## src/rtl/pic_scanner_pkg.sv

```systemverilog
// Shared constants, FSM encoding and stream beat layout
// for the picture RAM scanner.
package pic_scanner_pkg;

    localparam int NUM_PIX = 784;
    localparam int ROW_LEN = 28;
    localparam int ADDR_W  = 10;
    localparam int DATA_W  = 8;
    localparam int COL_W   = $clog2(ROW_LEN);
    localparam int BEAT_W  = DATA_W + ADDR_W + 2;

    typedef enum logic [1:0] {
        IDLE  = 2'd0,
        RUN   = 2'd1,
        DRAIN = 2'd2,
        DONE  = 2'd3
    } state_t;

    typedef struct packed {
        logic [DATA_W-1:0] data;
        logic [ADDR_W-1:0] idx;
        logic              row_end;
        logic              last;
    } beat_t;

endpackage

```

## src/rtl/pix_fifo2.sv

```systemverilog
// Two-entry FIFO holding tagged pixel beats;
// the head entry drives the stream outputs directly.
module pix_fifo2 #(
    parameter int W = 20
) (
    input  logic         clk,
    input  logic         rst,
    input  logic         push,
    input  logic         pop,
    input  logic [W-1:0] din,
    output logic [W-1:0] dout,
    output logic         full,
    output logic         empty,
    output logic [1:0]   count
);

    logic [W-1:0] mem [2];
    logic         wr_ptr;
    logic         rd_ptr;

    always_ff @(posedge clk or negedge rst) begin
        if (!rst) begin
            mem[0] <= '0;
            mem[1] <= '0;
            wr_ptr <= 1'b0;
            rd_ptr <= 1'b0;
            count  <= 2'd0;
        end else begin
            if (push) begin
                mem[wr_ptr] <= din;
                wr_ptr      <= ~wr_ptr;
            end
            if (pop) begin
                rd_ptr <= ~rd_ptr;
            end
            count <= count + {1'b0, push} - {1'b0, pop};
        end
    end

    assign dout  = mem[rd_ptr];
    assign full  = (count == 2'd2);
    assign empty = (count == 2'd0);

endmodule

```

## src/rtl/pic_scanner.sv

```systemverilog
// Scans the 28x28 picture RAM and streams pixels with
// row-end/last markers under valid/ready backpressure.
module pic_scanner
    import pic_scanner_pkg::*;
(
    input  logic              clk,
    input  logic              rst,
    input  logic              start,
    output logic              busy,
    output logic              done,
    output logic [ADDR_W-1:0] ram_addr,
    input  logic [DATA_W-1:0] ram_data,
    output logic [DATA_W-1:0] pix_data,
    output logic              pix_valid,
    input  logic              pix_ready,
    output logic [ADDR_W-1:0] pix_idx,
    output logic              pix_row_end,
    output logic              pix_last
);

    localparam logic [ADDR_W-1:0] LAST_IDX = ADDR_W'(NUM_PIX - 1);
    localparam logic [COL_W-1:0]  COL_LAST = COL_W'(ROW_LEN - 1);

    state_t            state;
    state_t            state_nxt;
    logic [ADDR_W-1:0] issue_cnt;
    logic [ADDR_W-1:0] last_addr;
    logic [COL_W-1:0]  col;
    logic              inflight;
    logic [ADDR_W-1:0] tag_idx;
    logic              tag_row_end;
    logic              tag_last;

    logic              fifo_full;
    logic              fifo_empty;
    logic [1:0]        fifo_count;
    logic [BEAT_W-1:0] fifo_dout;
    beat_t             push_beat;
    beat_t             head;
    logic              pop;
    logic [2:0]        occ;
    logic              issue;

    assign pop   = !fifo_empty && pix_ready;
    // Slots already claimed once this cycle's pop retires.
    assign occ   = {2'b0, inflight} + {1'b0, fifo_count} - {2'b0, pop};
    assign issue = (state == RUN) && (occ < 3'd2) && !(fifo_full && !pop);

    assign ram_addr = issue ? issue_cnt : last_addr;

    always_comb begin
        push_beat         = '0;
        push_beat.data    = ram_data;
        push_beat.idx     = tag_idx;
        push_beat.row_end = tag_row_end;
        push_beat.last    = tag_last;
    end

    pix_fifo2 #(.W(BEAT_W)) u_fifo (
        .clk   (clk),
        .rst   (rst),
        .push  (inflight),
        .pop   (pop),
        .din   (push_beat),
        .dout  (fifo_dout),
        .full  (fifo_full),
        .empty (fifo_empty),
        .count (fifo_count)
    );

    assign head        = beat_t'(fifo_dout);
    assign pix_data    = head.data;
    assign pix_idx     = head.idx;
    assign pix_row_end = head.row_end;
    assign pix_last    = head.last;
    assign pix_valid   = !fifo_empty;

    always_ff @(posedge clk or negedge rst) begin
        if (!rst) begin
            state       <= IDLE;
            issue_cnt   <= '0;
            last_addr   <= '0;
            col         <= '0;
            inflight    <= 1'b0;
            tag_idx     <= '0;
            tag_row_end <= 1'b0;
            tag_last    <= 1'b0;
        end else begin
            state    <= state_nxt;
            inflight <= issue;
            if (state == IDLE && start) begin
                issue_cnt <= '0;
                col       <= '0;
            end else if (issue) begin
                last_addr   <= issue_cnt;
                issue_cnt   <= issue_cnt + 1'b1;
                col         <= (col == COL_LAST) ? '0 : col + 1'b1;
                tag_idx     <= issue_cnt;
                tag_row_end <= (col == COL_LAST);
                tag_last    <= (issue_cnt == LAST_IDX);
            end
        end
    end

    always_comb begin
        state_nxt = state;
        busy      = 1'b0;
        done      = 1'b0;
        unique case (state)
            IDLE: begin
                if (start) state_nxt = RUN;
            end
            RUN: begin
                busy = 1'b1;
                if (issue && issue_cnt == LAST_IDX) state_nxt = DRAIN;
            end
            DRAIN: begin
                busy = 1'b1;
                // Leave as soon as the final beat is handed off.
                if (!inflight &&
                    (fifo_empty || (fifo_count == 2'd1 && pop)))
                    state_nxt = DONE;
            end
            DONE: begin
                done      = 1'b1;
                state_nxt = IDLE;
            end
            default: state_nxt = IDLE;
        endcase
    end

endmodule
```

## config.mk

```make
export PLATFORM = sky130hd
export DESIGN_NAME = pic_scanner
export DESIGN_NICKNAME = d
export VERILOG_FILES = /design/src/rtl/pic_scanner_pkg.sv /design/src/rtl/pix_fifo2.sv /design/src/rtl/pic_scanner.sv
export SDC_FILE = /design/constraint.sdc
export NUM_CORES = 1
export LEC_CHECK = 0
export ABC_AREA = 1
export ABC_CLOCK_PERIOD_IN_PS = 2750
export CAP_MARGIN = 20
export CELL_PAD_IN_SITES_DETAIL_PLACEMENT = 1
export CELL_PAD_IN_SITES_GLOBAL_PLACEMENT = 1
export CORE_MARGIN = 4
export CORE_UTILIZATION = 42
export DETAILED_ROUTE_END_ITERATION = 16
export PLACE_DENSITY_LB_ADDON = 0.1
export SLEW_MARGIN = 30
export SYNTH_ARGS = -nofsm -noshare
export SYNTH_HDL_FRONTEND = slang
export SYNTH_SLANG_ARGS = --single-unit
```

## constraint.sdc

```tcl
create_clock -name clk -period 2.75 [get_ports clk]
set_input_delay 0.275 -clock clk [delete_from_list [all_inputs] [get_ports clk]]
set_output_delay 0.275 -clock clk [all_outputs]
set_load 0.01 [all_outputs]
```

## Word-level counts from Yosys, hierarchy flattened

Index checks and enable logic that the tools add are counted.

- Reductions and logical operators: 20
- Multiply operators: 0
- Order comparisons: 4
- Multiplexer cells: 18
- Eq/ne operators: 10
- Div/mod/pow operators: 0
- $add $sub $neg: 6
- Shifts and indexed selects: 0
- Bitwise logic cells: 5

Operator list:

| operator | number |
|---|---|
| $mux W20 | 4 |
| $bwmux W40 | 1 |
| $mux W10 | 3 |
| $demux W20 S1 | 1 |
| $mux W5 | 3 |
| $add A10 B1 Y10 const B | 1 |
| $eq A10 B10 Y1 const B | 1 |
| $logic_and A1 B1 Y1 | 9 |
| $pmux W2 S4 | 1 |
| $eq A2 B2 Y1 const B | 3 |
| $mux W2 | 3 |
| $add A5 B1 Y5 const B | 1 |
| $eq A5 B5 Y1 const B | 1 |
| $eq A2 B1 Y1 const B | 2 |
| $ge A2 B2 Y1 const B | 2 |
| $logic_not A1 Y1 | 4 |
| $logic_not A2 Y1 | 2 |
| $ne A2 B2 Y1 const B | 2 |
| $not A1 Y2 | 2 |
| $add A1 B2 Y3 | 1 |
| $lt A3 B2 Y1 const B | 1 |
| $not A1 Y1 | 3 |
| $reduce_and A3 Y1 | 1 |
| $sub A3 B1 Y3 | 1 |
| 9 further kinds | 10 |

- Memories: 0
- ROM bits: 0
- Bits in writable memories: 0
- Output and inout port bits: 33
- Logic and storage cells: 76
- Register bits: 84
- Bits in latches: 0

## Logic depth before layout (Yosys ltp)

Gate-level depths: netlist of the first run.

- Depth in word-level cells: 10
- Mapped depth: 14
- Mapped depth without buffers: 14

## Modules after synthesis

From an unflattened synthesis of the first run, not the netlist that was laid out.

- Cell total of the unflattened synthesis: 490
- Area total of the unflattened synthesis: 4165.2 sq um

By module, submodules not included:

| module | seq. area each (sq um) | area each (sq um) | cells an instance | instances |
|---|---|---|---|---|
| pic_scanner | 1001.0 | 2090.8 | 254 | 1 |
| pix_fifo2 | 1101.1 | 2074.5 | 236 | 1 |

## Worst setup path before layout of the first run

Ideal clock, no wire load.

- Path kind: register to output
- Start: register u_fifo.count[1]
- End: output port ram_addr[0]
- Data required time: 2.475 ns
- Buffers on the path: 1
- Setup slack: 0.445 ns
- Stages on the path, launching flop included: 11
- Data arrival time: 2.030 ns
- Cells stage by stage: dfrtp_1 nand3_1 nand2_1 ha_1 fa_1 nor2_1 nand3_2 nor2_4 buf_2 nand2_1 o21ai_0

- Longest elaborated chain between the ends: 8

Ends and longest elaborated chain:

| item | RTL line | RTL |
|---|---|---|
| start, declared | pix_fifo2.sv:14 | `output logic [1:0] count` |
| start signal, assigned | pix_fifo2.sv:36 | `count <= count + {1'b0, push} - {1'b0, pop};` |
| parallel branches: the longest is 3 deep, another holds $add A1 B2 Y3 | - |  |
| $sub A3 B1 Y3 * | pic_scanner.sv:46 | `assign occ = {2'b0, inflight} + {1'b0, fifo_count} - {2'b0, pop};` |
| net occ[1] | pic_scanner.sv:41 | `logic [2:0] occ;` |
| $lt A3 B2 Y1 * | pic_scanner.sv:47 | `assign issue = (state == RUN) && (occ < 3'd2) && !(fifo_full && !pop);` |
| $logic_and A1 B1 Y1 * (2 in a row) | pic_scanner.sv:47 |  |
| $mux W10 * | - |  |
| end, declared | pic_scanner.sv:11 | `output logic [ADDR_W-1:0] ram_addr,` |

Mark *: on every way through the listed nets, which the timed path passes.

## Worst setup path in the final report of the first run

- Start: register u_fifo.count[0]
- End: output port ram_addr[8]

The elaborated chain is that of the path after synthesis.

==> Flow_metrics.wiki, run 1 <==
{| class="wikitable"
! Metric !! Value
|-
| DRT Wirelength || between 10000 and 15000 um
|-
| Run status || finished, violations left
|-
| Hold Slack || 0.3841 ns
|-
| H-tree levels || 3
|-
| Clock net sink count || 84
|-
| Violated checks || negative setup slack
|-
| Total GRT Usage || 19.60%
|-
| CTS clk-pin slew, worst paths || ~0.1 ns
|-
| Layout overhead on the synthesized area || 26.72%
|-
| Tightest Pin Transition || 0.7686 ns
|-
| Endpoint type of the worst setup path || output pin
|-
| Buffers added on ports || 44
|-
| Minimum clock period || 2.800 ns
|-
| Final count of pins violating max slew || 0
|-
| Lkg Pwr || 2.437 nW
|-
| Buffer levels on the longest clock path || 2
|-
| Yosys cell types || 28
|-
| Minimum setup slack among reg-to-reg paths || about 0.08 ns
|-
| Summed instance area of the synthesized netlist || 3901 um2
|-
| Number of max-cap violations || 0
|-
| Row cnt || 34
|-
| Hold Startpoint || pix_ready
|-
| Kind of cell adding the most delay to the critical path || adder cells
|-
| Vertical die dimension || 104.4 um
|-
| Via count of the first global-routing pass || 3490
|-
| Count of unresolved DRC violations after routing || 0
|-
| Maximum number of pins on one net before global-route repair || 85
|-
| Leading cell types in the layout, fill and taps excluded || 159 x nand2_1, 84 x dfrtp_1, 65 x o21ai_0, 51 x inv_1, 32 x clkdlybuf4s50_1
|-
| Area of the die || 10890 um2
|-
| RSZ-0062 raised after global routing || yes
|-
| Fraction of final layout cells sized beyond drive strength 1 || 16.67%
|-
| Peak ir drop on the vdd network || 0.5855 mV
|-
| Largest stage delay on the critical path || 0.50 ns
|-
| Via count || approximately 3300
|-
| Type of origin of the critical path || register
|-
| Kind of critical path || register to output pin
|-
| Areal power density over the cells || between 1000 and 1500 nW/um2
|-
| Syn. warnings || 0
|-
| Cell repeated most along the worst path || nand2_1
|-
| CP bufs+invs || 3
|-
| Clock skew after layout || 0.01042 ns
|-
| Layout fillers || 1061
|-
| CTS tree || built
|-
| DPL Wire Length || 6408 um
|-
| Ordered list of cells on the worst path || nand2_1, nand2_1, ha_2, fa_1, nor2_2, nand3_2, nor2_4, buf_4, buf_12, o21ai_1, buf_2
|-
| Post-synthesis average cell area || approximately 8.2 um2
|-
| Count of non-filler cells in the finished layout || 648
|-
| Final instance area || 4943 um2
|-
| WL per Instance || 16.46 um
|-
| Count of mapped cells out of synthesis || between 400 and 500
|-
| Total of endpoints with negative setup slack in the final report || 5
|-
| Total overflow reported by the global router || 0
|-
| Hold crit path type || primary input to register
|-
| Worst r2r src || u_fifo.count[0]
|-
| Worst Setup Slack, final || -0.04962 ns
|-
| Wire length of the first global-routing pass || 17310 um
|-
| Maximum fanout encountered on the critical timing path || 7
|-
| Count of inserted antenna diode cells || 0
|-
| Cell count after placement || roughly 600
|-
| Launch point of the worst path || u_fifo.count[0]
|-
| Die W || 104.4 um
|-
| Share of synthesized area occupied by flip-flops and latches || 53.88%
|-
| Placed standard-cell area || 4476 um2
|-
| Pre-antenna DRT Iters || 4
|-
| Net count after synthesis || 494
|-
| Num ports || 45
|-
| Most frequent standard cell in the layout excluding fill and tap cells || nand2_1
|-
| Ratio of routed vias to standard cells || 5.157
|-
| Final antenna-violating net count || 0
|-
| Initial Utilization || 43.88%
|-
| Worst path required time || 2.48 ns
|-
| Synthesized flop and latch total || 84
|-
| Clock latency at the later pin of the worst-skew pair || around 0.36 ns
|-
| Max-Slew Margin vs Limit || between 40% and 50%
|-
| Cts bufs inserted || 9
|-
| Fmax || ~360 MHz
|-
| Count of nets after finishing || 556
|-
| Placeable Area || between 8000 and 9000 um2
|-
| Global placement routability congestion || 0.8232
|-
| Final clock period utilization by the worst path || 101.8%
|-
| Slowest stage cell on the critical path || fa_1
|-
| WP data arrival || 2.52 ns
|-
| Number of antenna violations at the first check in global routing || 0
|-
| Root buffer cell || clkbuf_8
|-
| First-iteration detailed-routing DRC count || 85
|-
| Final number of hold-violating endpoints || 0
|}
## worst register-to-register path: stages (launching register included)
cell     delay (ns)
dfrtp_1        0.41
nand2_1        0.11
nand2_1        0.07
ha_2           0.18
fa_1           0.50
nor2_2         0.15
buf_4          0.13
buf_4          0.10
buf_4          0.09
buf_4          0.11
nand4_4        0.11
nor2_4         0.16
buf_6          0.14
buf_8          0.13
nand2_1        0.08
o21ai_0        0.11
## area by class of cell
type                    instances  area, um2  share of cell area, %
flip-flops and latches         84       2102                  42.52
multi-input cells             313       1580                  31.97
repair buffers                 73      723.2                  14.63
inverters                      54      202.7                  4.100
well taps                     108      135.1                  2.733
clock buffers                  10      127.6                  2.582
clock inverters                 6      72.57                  1.468
## cell usage after synthesis
cell	number	share of area (%)
nor2_1	12	1.2
nand3_2	1	0.26
nor2_4	2	0.58
fa_1	1	0.51
nand2_1	169	16
nand4_1	4	0.64
ha_1	8	2.6
nand2_2	2	0.32
o21ai_1	2	0.26
nor2_2	2	0.32
nand3_1	15	1.9
inv_2	2	0.19
clkbuf_1	11	1.1
o21a_1	1	0.19
inv_1	52	5.0
or2_2	2	0.32
a22oi_1	1	0.19
dfrtp_1	84	54
a21o_1	1	0.19
xor2_1	4	0.90
nand4_2	1	0.32
buf_4	1	0.19
buf_6	3	0.87
a21oi_1	4	0.51
o21bai_1	1	0.19
o22ai_1	1	0.16
buf_2	7	0.90
o21ai_0	79	10
## logic make-up (layout without fill, tap and decap cells)
family | after synthesis | in the layout | synth area share, %
adders and majority gates | 9 | 9 | 3.079
xor gates and xnor gates | 4 | 4 | 0.8979
AOI/OAI and AO/OA | 90 | 90 | 11.83
DFF | 84 | 84 | 53.88
buffers and inverters | 76 | 143 | 8.210
and+or+nand+nor | 210 | 210 | 22.10
## report_power, final
part | total [mW] | leakage (nW) | internal, mW | switching (mW)
Sequential | 1.98 | 1.10 | 1.71 | 0.269
Clock | 0.922 | 0.0975 | 0.430 | 0.492
Combinational | 2.58 | 1.24 | 1.17 | 1.41
## what timing repair did
| item | 4_1_cts | 5_1_grt |
|---|---|---|
| hold buffers | 1 | 0 |
| endpoints found under the setup margin | 10 | 40 |
| pin swaps | 4 | 4 |
| gates cloned | 1 | 3 |
| buffers inserted | 10 | 7 |
| endpoints found under the hold margin | 9 | 0 |
| resized for setup | 62 | 30 |
## final timing paths
kind                                       end  cells past startpoint
worst max-delay path               ram_addr[8]                     11
worst max register to register    last_addr[2]                     15
min in group asynchronous       u_fifo.mem[38]                      2
max in group asynchronous         issue_cnt[8]                      2
worst min register to register  u_fifo.mem[32]                      2
worst min-delay path             u_fifo.rd_ptr                      3
## metal layers
metal / vias up / track usage, % / wire (um)
met5: - / 0 / 0
met4: 0 / 5.603 / 160
met3: 14 / 2.917 / 253
met2: 53 / 34.27 / 5464
met1: 1662 / 25.16 / 4790
li1: 1613 / - / -
## stage by stage
stage	power (mW)	utilization, %	setup WS (ns)	TNS, ns
final	5.490	55.60	-0.04962	-0.1711
after global routing	5.894	55.60	-0.1546	-1.256
after CTS	5.344	53.94	-0.009941	-0.01789
after detailed placement	4.276	50.34	-0.4697	-4.507
after global placement	4.143	50.30	-0.3641	-3.495
after floorplan	3.202	-	0.4447	0
## registers in the layout, indices dropped and copies added, names as in the netlist
signal / count
u_fifo.mem: 40
issue_cnt: 10
last_addr: 10
tag_idx: 10
col: 5
state: 2
u_fifo.count: 2
inflight: 1
tag_last: 1
tag_row_end: 1
u_fifo.rd_ptr: 1
u_fifo.wr_ptr: 1
(Power assumes the default switching activity.)
==> run 2: changes to the inputs <==
--- a/config.mk
+++ b/config.mk
@@ -11,10 +11,12 @@
 export CELL_PAD_IN_SITES_DETAIL_PLACEMENT = 1
 export CELL_PAD_IN_SITES_GLOBAL_PLACEMENT = 1
 export CORE_MARGIN = 4
-export CORE_UTILIZATION = 42
+export CORE_UTILIZATION = 43
 export DETAILED_ROUTE_END_ITERATION = 16
 export PLACE_DENSITY_LB_ADDON = 0.1
+export REMOVE_ABC_BUFFERS = 1
 export SLEW_MARGIN = 30
 export SYNTH_ARGS = -nofsm -noshare
 export SYNTH_HDL_FRONTEND = slang
+export SYNTH_HIERARCHICAL = 1
 export SYNTH_SLANG_ARGS = --single-unit
==> run 2 against run 1 <==
Net effect: the run still ends with negative setup slack left; synthesized cell count is 3.6% higher; global-route usage about the same; via count is 2.1% higher; critical endpoint is now ram_addr[3]; clock power shrank 12%; combinational power increased by 7%; core utilization grew 1.8 points; maximum frequency down 6.6%; clock-buffer cell count is 1 lower; critical path depth increased by 2; largest power group unchanged; synthesized area rose by 6.8%.
==> Flow_metrics.wiki, run 2 <==
{| class="wikitable"
! Metric !! Value
|-
| Run status || finished, violations left
|-
| Violated checks || negative setup slack
|-
| Predominant post-synthesis flop cell || dfrtp_1
|-
| Buffers added on ports || 44 (unchanged)
|-
| Final clock period utilization by the worst path || 109.0% (+7.2 points)
|-
| Area share of the leading cell type in the synthesized netlist || 50.47% (-3.4 points)
|-
| Max-Slew Margin vs Limit || 44.10% (-4.7 points)
|-
| Area leader, netlist || dfrtp_1
|-
| WL per Instance || 15.10 um (-8.3%)
|-
| Fmax || 333.6 MHz (-6.6%)
|-
| Count of nets after finishing || 578 (+4.0%)
|-
| Final number of hold-violating endpoints || 0 (unchanged)
|-
| Largest stage delay on the critical path || 0.48 ns (-0.02 ns)
|-
| Buffer levels on the longest clock path || 2 (unchanged)
|-
| Clock net sink count || 84 (unchanged)
|-
| Post-synthesis average cell area || 8.501 um2 (+3.1%)
|-
| Placeable Area || 9328 um2 (+4.9%)
|-
| Number of synthesized flops with an enable pin || 0 (unchanged)
|-
| Lkg Pwr || 2.455 nW (+0.77%)
|-
| Yosys cell types || 30 (+7.1%)
|-
| Ratio of routed vias to standard cells || 4.951 (-4.0%)
|-
| Syn. warnings || 6 (+6)
|-
| Setup slack after placement || -0.6855 ns (-0.2159 ns)
|-
| Initial Utilization || 44.65% (+0.78 points)
|-
| Ordered list of cells on the worst path || nor2_4, nor2_4, ha_4, or2_4, fa_1, nand2_1, inv_2, nand3_4, nor2_8, buf_12, inv_8, o21ai_2, buf_2
|-
| Endpoint type of the worst setup path || output pin
|-
| Layout overhead on the synthesized area || 28.54%
|-
| CP bufs+invs || 4 (+1)
|-
| Count leader, synth || nand2_1
|-
| Number of flip-flops in the largest register || 40 (unchanged)
|-
| Global placement routability congestion || 0.7532 (-8.5%)
|-
| Clock skew after layout || 0.007455 ns (-0.002965 ns)
|-
| Total overflow reported by the global router || 0 (unchanged)
|-
| Worst Setup Slack, final || -0.2478 ns (-0.1982 ns)
|-
| Type of origin of the critical path || register
|-
| Top cells by area, synth || dfrtp_1 50%, nand2_1 12%, o21ai_1 6.7%
|-
| Leading post-synthesis cells by instance count || 138 x nand2_1, 84 x dfrtp_1, 68 x inv_1
|-
| Root buffer cell || clkbuf_8
|-
| Hold crit path type || primary input to register
|-
| Worst path required time || 2.48 ns (about the same)
|-
| Most frequent standard cell in the layout excluding fill and tap cells || nand2_1
|-
| Clock latency at the later pin of the worst-skew pair || 0.36 ns (about the same)
|-
| Total GRT Usage || 19.62% (+0.022 points)
|-
| Peak ir drop on the vdd network || 0.6256 mV (+6.8%)
|-
| Maximum number of pins on one net before global-route repair || 85 (unchanged)
|-
| Layout fillers || 1138 (+7.3%)
|-
| Count of unresolved DRC violations after routing || 0 (unchanged)
|-
| Leading cell types in the layout, fill and taps excluded || 110 x nand2_1, 84 x dfrtp_1, 66 x inv_1, 45 x o21ai_2, 34 x o21ai_1
|-
| Maximum fanout encountered on the critical timing path || 5 (-2)
|-
| Num ports || 45 (unchanged)
|-
| Final antenna-violating net count || 0 (unchanged)
|-
| WP data arrival || 2.72 ns (+0.20 ns)
|-
| Total of endpoints with negative setup slack in the final report || 10 (+5)
|-
| Kind of critical path || register to output pin
|-
| Async set or reset register ratio after synthesis || 100.0% (unchanged)
|-
| Row cnt || 35 (+2.9%)
|-
| DPL Wire Length || 6496 um (+1.4%)
|-
| Areal power density over the cells || 1017 nW/um2 (-8.4%)
|-
| Synthesized flop and latch total || 84 (unchanged)
|-
| CTS clk-pin slew, worst paths || 0.09 ns (about the same)
|-
| Wire length of the first global-routing pass || 17700 um (+2.2%)
|-
| Area of the die || 11330 um2 (+4.0%)
|-
| Fraction of final layout cells sized beyond drive strength 1 || 27.68% (+11 points)
|-
| CTS tree || built
|-
| Tightest Pin Transition || 0.8355 ns (+0.06689 ns)
|-
| Count of mapped cells out of synthesis || 490 (+3.6%)
|-
| Number of max-cap violations || 0 (unchanged)
|-
| RSZ-0062 raised after global routing || yes
|-
| Register ranked first by flip-flop count || u_fifo/mem
|-
| Cts bufs inserted || 9 (unchanged)
|-
| Share of synthesized area occupied by flip-flops and latches || 50.47% (-3.4 points)
|-
| H-tree levels || 3 (unchanged)
|-
| Count of inserted antenna diode cells || 0 (unchanged)
|-
| Cell repeated most along the worst path || nor2_4
|-
| Vertical die dimension || 106.4 um (+2.0%)
|-
| Summed instance area of the synthesized netlist || 4165 um2 (+6.8%)
|-
| Hold Slack || 0.4837 ns (+0.09963 ns)
|-
| Via count of the first global-routing pass || 3570 (+2.3%)
|-
| Number of antenna violations at the first check in global routing || 0 (unchanged)
|-
| DRT Wirelength || 10410 um (-2.5%)
|-
| Pre-antenna DRT Iters || 4 (unchanged)
|-
| Kind of cell adding the most delay to the critical path || simple AND/OR/NAND/NOR gates
|-
| Die W || 106.4 um (+2.0%)
|-
| First-iteration detailed-routing DRC count || 147 (+73%)
|-
| Slowest stage cell on the critical path || fa_1
|-
| Minimum clock period || 2.998 ns (+0.1982 ns)
|-
| Final count of pins violating max slew || 0 (unchanged)
|-
| Via count || 3411 (+2.1%)
|}
[run 2: cell types whose count changed after synthesis, sizes merged, moves of 2 or more]
cell	delta
nand2	-29
inv	+22
o21ai	+18
clkbuf	-8
nand3	+6
buf	+5
ha	+2
nand4	-2
nor3	+2
[run 2: cells by family after synthesis]
group	after synthesis	share of synthesized area, %
compound gates	106	14.87
buf+inv	96	10.48
xor+xnor	5	1.051
flops	84	50.47
fa+ha+maj	11	3.485
simple gates	188	19.65
[run 2: routing by layer]
| metal | GRT usage, % | wire [um] | vias up |
|---|---|---|---|
| met3 | 2.732 | 225 | 16 |
| met5 | 0 | 0 | - |
| li1 | - | - | 1672 |
| met2 | 34.16 | 5317 | 44 |
| met4 | 7.854 | 233 | 0 |
| met1 | 24.59 | 4629 | 1679 |
[run 2: worst paths after layout]
check | startpoint | endpoint | slack (ns) | cells after the start
worst max-delay path | u_fifo/count[1] | ram_addr[3] | -0.25 | 13
worst min-delay path | ram_data[0] | u_fifo/mem[32] | 0.48 | 3
worst max register to register | u_fifo/count[1] | last_addr[7] | 0.03 | 15
worst min register to register | u_fifo/mem[28] | u_fifo/mem[28] | 0.49 | 2
max in group asynchronous | rst | tag_last | 1.71 | 2
min in group asynchronous | rst | u_fifo/mem[33] | 0.52 | 2
[run 2: final cells by class]
cell class | count | area, um2 | area share, %
clock inverters | 7 | 51.30 | 0.9582
well taps | 129 | 161.4 | 3.015
repair inverters | 3 | 33.78 | 0.6310
clock buffers | 9 | 123.9 | 2.314
multi-input cells | 310 | 1883 | 35.17
repair buffers | 70 | 701.9 | 13.11
flip-flops and latches | 84 | 2102 | 39.26
inverters | 77 | 296.5 | 5.539
[run 2: worst register-to-register path: stages, from the launching register on]
cell and delay, ns:
dfrtp_1 0.42, nor2_4 0.15, nor2_4 0.06, ha_4 0.20
or2_4 0.24, fa_1 0.48, nand2_1 0.07, inv_2 0.08
nand3_4 0.09, nor2_8 0.12, buf_6 0.13, buf_6 0.13
nand2_8 0.11, buf_16 0.22, nand2_4 0.06, o21ai_2 0.05
[run 2: timing repair]
action                                 CTS  global route
setup endpoints to repair               40            42
gates cloned                             5             1
setup buffers                            7             2
endpoints found under the hold margin   17             0
gates resized for setup                 64            67
hold buffers                             1             0
pin swaps                                3             8
[run 2: per-stage QoR]
stage / instances / utilization (%) / power, mW / setup TNS [ns] / instance area (um2)
final: 689 / 57.40 / 5.443 / -2.279 / 5354
after global routing: 689 / 57.40 / 5.895 / -6.089 / 5354
after CTS: 687 / 54.62 / 5.253 / -3.227 / 5095
after detailed placement: 660 / 50.99 / 4.170 / -15.34 / 4756
after global placement: 660 / 50.95 / 4.063 / -10.94 / 4752
after floorplan: 471 / - / 3.119 / -0.2986 / 4020
[run 2: power breakdown]
group | switching [mW] | internal [mW] | total (mW)
Combinational | 1.53 | 1.22 | 2.75
Clock | 0.474 | 0.333 | 0.807
Sequential | 0.276 | 1.61 | 1.89
Total | 2.28 | 3.16 | 5.44
==> run 3: changes to the inputs <==
--- a/config.mk
+++ b/config.mk
@@ -5,13 +5,13 @@
 export SDC_FILE = /design/constraint.sdc
 export NUM_CORES = 1
 export LEC_CHECK = 0
-export ABC_AREA = 1
 export ABC_CLOCK_PERIOD_IN_PS = 2750
 export CAP_MARGIN = 20
 export CELL_PAD_IN_SITES_DETAIL_PLACEMENT = 1
 export CELL_PAD_IN_SITES_GLOBAL_PLACEMENT = 1
+export CORE_ASPECT_RATIO = 0.6
 export CORE_MARGIN = 4
-export CORE_UTILIZATION = 43
+export CORE_UTILIZATION = 45
 export DETAILED_ROUTE_END_ITERATION = 16
 export PLACE_DENSITY_LB_ADDON = 0.1
 export REMOVE_ABC_BUFFERS = 1
==> run 3 against run 2 <==
Net effect: the flow still finishes with violations (negative setup slack); critical path type unchanged; via count fell by 19%; largest cell class unchanged; global-route usage up 2.2 points; first-iteration DRC count shrank 18%; register-to-register slack lost 0.49 ns; clock skew down 0.0010 ns; power rose by 30%; critical endpoint is now ram_addr[5]; maximum frequency is 6.8% lower.
==> Flow_metrics.wiki, run 3 <==
{| class="wikitable"
! Metric !! Value
|-
| Count of inserted antenna diode cells || 0 (unchanged)
|-
| Areal power density over the cells || 1334 nW/um2 (+31%)
|-
| Vertical die dimension || 80.61 um (-24%)
|-
| Number of max-cap violations || 0 (unchanged)
|-
| Die W || 129.0 um (+21%)
|-
| Area leader, netlist || dfrtp_1
|-
| Register ranked first by flip-flop count || u_fifo/mem
|-
| Via count of the first global-routing pass || 3071 (-14%)
|-
| Count of mapped cells out of synthesis || 323 (-34%)
|-
| Initial Utilization || 46.39% (+1.7 points)
|-
| Buffer levels on the longest clock path || 2 (unchanged)
|-
| WP data arrival || 2.94 ns (+0.22 ns)
|-
| H-tree levels || 3 (unchanged)
|-
| Run status || finished, violations left
|-
| Cts bufs inserted || 9 (unchanged)
|-
| Count leader, synth || dfrtp_1
|-
| Layout fillers || 861 (-24%)
|-
| Clock latency at the later pin of the worst-skew pair || 0.34 ns (-0.02 ns)
|-
| Clock net sink count || 84 (unchanged)
|-
| CTS clk-pin slew, worst paths || 0.06 ns (-0.03 ns)
|-
| Area share of the leading cell type in the synthesized netlist || 53.16% (+2.7 points)
|-
| Minimum clock period || 3.218 ns (+0.2199 ns)
|-
| Count of non-filler cells in the finished layout || 515 (-25%)
|-
| WL per Instance || 20.87 um (+38%)
|-
| Summed instance area of the synthesized netlist || 3954 um2 (-5.1%)
|-
| Max-Slew Margin vs Limit || 47.97% (+3.9 points)
|-
| Leading cell types in the layout, fill and taps excluded || 84 x dfrtp_1, 49 x nand2_1, 48 x mux2_2, 33 x clkdlybuf4s50_1, 24 x mux2_4
|-
| Async set or reset register ratio after synthesis || 100.0% (unchanged)
|-
| Clock skew after layout || 0.006418 ns (-0.001036 ns)
|-
| Num ports || 45 (unchanged)
|-
| Total GRT Usage || 21.85% (+2.2 points)
|-
| Setup slack after placement || -0.6102 ns (+0.07531 ns)
|-
| Row cnt || 26 (-26%)
|-
| Number of flip-flops in the largest register || 40 (unchanged)
|-
| Hold Slack || 0.4740 ns (-0.009701 ns)
|-
| Share of synthesized area occupied by flip-flops and latches || 53.16% (+2.7 points)
|-
| Violated checks || negative setup slack
|-
| Hold crit path type || register to register
|-
| Ratio of routed vias to standard cells || 5.340 (+7.9%)
|-
| Yosys cell types || 36 (+20%)
|-
| Final count of pins violating max slew || 0 (unchanged)
|-
| Peak ir drop on the vdd network || 0.6345 mV (+1.4%)
|-
| Number of antenna violations at the first check in global routing || 0 (unchanged)
|-
| Tightest Pin Transition || 0.7777 ns (-0.05785 ns)
|-
| Endpoint type of the worst setup path || output pin
|-
| Buffers added on ports || 44 (unchanged)
|-
| Predominant post-synthesis flop cell || dfrtp_1
|-
| Maximum number of pins on one net before global-route repair || 52 (-39%)
|-
| Layout overhead on the synthesized area || 34.18%
|-
| Worst path required time || 2.48 ns (about the same)
|-
| Most frequent standard cell in the layout excluding fill and tap cells || dfrtp_1
|-
| Lkg Pwr || 2.609 nW (+6.3%)
|-
| Maximum fanout encountered on the critical timing path || 6 (+1)
|-
| Total of endpoints with negative setup slack in the final report || 49 (+39)
|-
| Root buffer cell || clkbuf_16
|-
| Syn. warnings || 6 (unchanged)
|-
| Util after Layout || 62.24% (+4.8 points)
|-
| Final number of hold-violating endpoints || 0 (unchanged)
|-
| Fmax || 310.8 MHz (-6.8%)
|-
| Wire length of the first global-routing pass || 16880 um (-4.6%)
|-
| Placeable Area || 8523 um2 (-8.6%)
|-
| Pre-antenna DRT Iters || 4 (unchanged)
|-
| Post-synthesis average cell area || 12.24 um2 (+44%)
|-
| DPL Wire Length || 6189 um (-4.7%)
|-
| Kind of critical path || register to output pin
|-
| Count of nets after finishing || 421 (-27%)
|-
| CTS tree || built
|-
| Cell count after placement || 482 (-27%)
|-
| Total overflow reported by the global router || 0 (unchanged)
|-
| Count of unresolved DRC violations after routing || 0 (unchanged)
|-
| Synthesized flop and latch total || 84 (unchanged)
|-
| Setup TNS || -14.18 ns (-11.90 ns)
|-
| Area of the die || 10400 um2 (-8.2%)
|-
| Number of synthesized flops with an enable pin || 0 (unchanged)
|-
| Final clock period utilization by the worst path || 117.0% (+8.0 points)
|-
| Minimum setup slack among reg-to-reg paths || -0.46 ns (-0.49 ns)
|-
| Leading post-synthesis cells by instance count || 84 x dfrtp_1, 65 x nand2_1, 50 x mux2_2
|-
| Worst Setup Slack, final || -0.4677 ns (-0.2199 ns)
|-
| DRT Wirelength || 10750 um (+3.3%)
|-
| RSZ-0062 raised after global routing || yes
|-
| First-iteration detailed-routing DRC count || 120 (-18%)
|-
| Via count || 2750 (-19%)
|-
| Final antenna-violating net count || 0 (unchanged)
|-
| Type of origin of the critical path || register
|-
| Fraction of final layout cells sized beyond drive strength 1 || 42.18% (+15 points)
|-
| Global placement routability congestion || 0.7671 (+1.8%)
|-
| Top cells by area, synth || dfrtp_1 53%, mux2_2 14%, mux2_4 8.4%
|}
## run 3: changes by cell type after synthesis, sizes merged, moves of 3 or more
| cell | previous run | this run |
|---|---|---|
| o21ai | 99 | 4 |
| nand2 | 142 | 66 |
| mux2 | 0 | 72 |
| inv | 76 | 9 |
| nand3 | 22 | 5 |
| buf | 16 | 5 |
| clkbuf | 3 | 9 |
| xnor2 | 0 | 5 |
| mux2i | 0 | 4 |
| nand2b | 0 | 3 |
| nor2b | 0 | 3 |
| or2 | 3 | 0 |
## run 3: worst paths after layout
path	cells after the start	from	end
worst min-delay path	2	last_addr[0]	last_addr[0]
worst max-delay path	11	u_fifo/count[1]	ram_addr[5]
min in group asynchronous	2	rst	u_fifo/count[1]
worst min register to register	2	last_addr[0]	last_addr[0]
worst max register to register	15	u_fifo/count[1]	state[0]
max in group asynchronous	3	rst	tag_idx[2]
## run 3: cell families (layout without fill, tap and decap cells)
family	Yosys count	after routing	share of synthesized area, %
flip-flops	84	84	53.16
XOR/XNOR	12	12	2.658
adder cells (fa/ha/maj)	11	11	3.671
multiplexers	76	76	23.61
AO/OA/AOI/OAI	13	13	2.184
buffers and inverters	23	103	3.165
AND/OR/NAND/NOR	104	104	11.55
## run 3: timing repair
action	in CTS	in global routing
hold endpoints to repair	20	0
setup buffers	7	5
pin swaps	11	9
hold buffers	1	0
resized for setup	90	24
setup endpoints to repair	49	48
gates cloned	3	2
## run 3: worst max-delay path: stages, from the launching register on
cell and delay (ns):
dfrtp_1 0.40, nor2_2 0.15, nand2b_4 0.16, inv_4 0.04, ha_4 0.20, nand2b_4 0.14, fa_2 0.54, nand2_2 0.06
a211o_4 0.31, buf_16 0.16, mux2_4 0.31, buf_6 0.12
## run 3: cell type report
type	count	area, um2	area share (%)
sequential	84	2102	39.62
multi-input combinational	216	1901	35.83
timing repair buffer	78	817.0	15.40
clock buffer	12	256.5	4.835
tap	112	140.1	2.642
clock inverter	4	47.55	0.8962
inverter	9	41.29	0.7783
## run 3: metal layers
layer	vias to the layer above	part of all wire [%]	GRT usage, %
met5	-	0	0
met4	0	1.6	8.281
met3	19	4.1	5.316
met2	64	48	35.28
met1	1429	46	28.58
li1	1238	-	-
## run 3: power breakdown
part	switching [mW]	leakage (nW)	total, mW	internal (mW)
Clock	0.486	0.149	1.24	0.750
Combinational	1.75	1.38	3.86	2.11
Sequential	0.339	1.08	1.98	1.64
## run 3: through the flow
stage	power, mW	cell area (um2)
2_1_floorplan	3.467	3862
3_3_place_gp	4.607	4593
3_5_place_dp	4.734	4593
4_1_cts	6.748	5162
5_1_grt	7.491	5305
6_report	7.079	5305
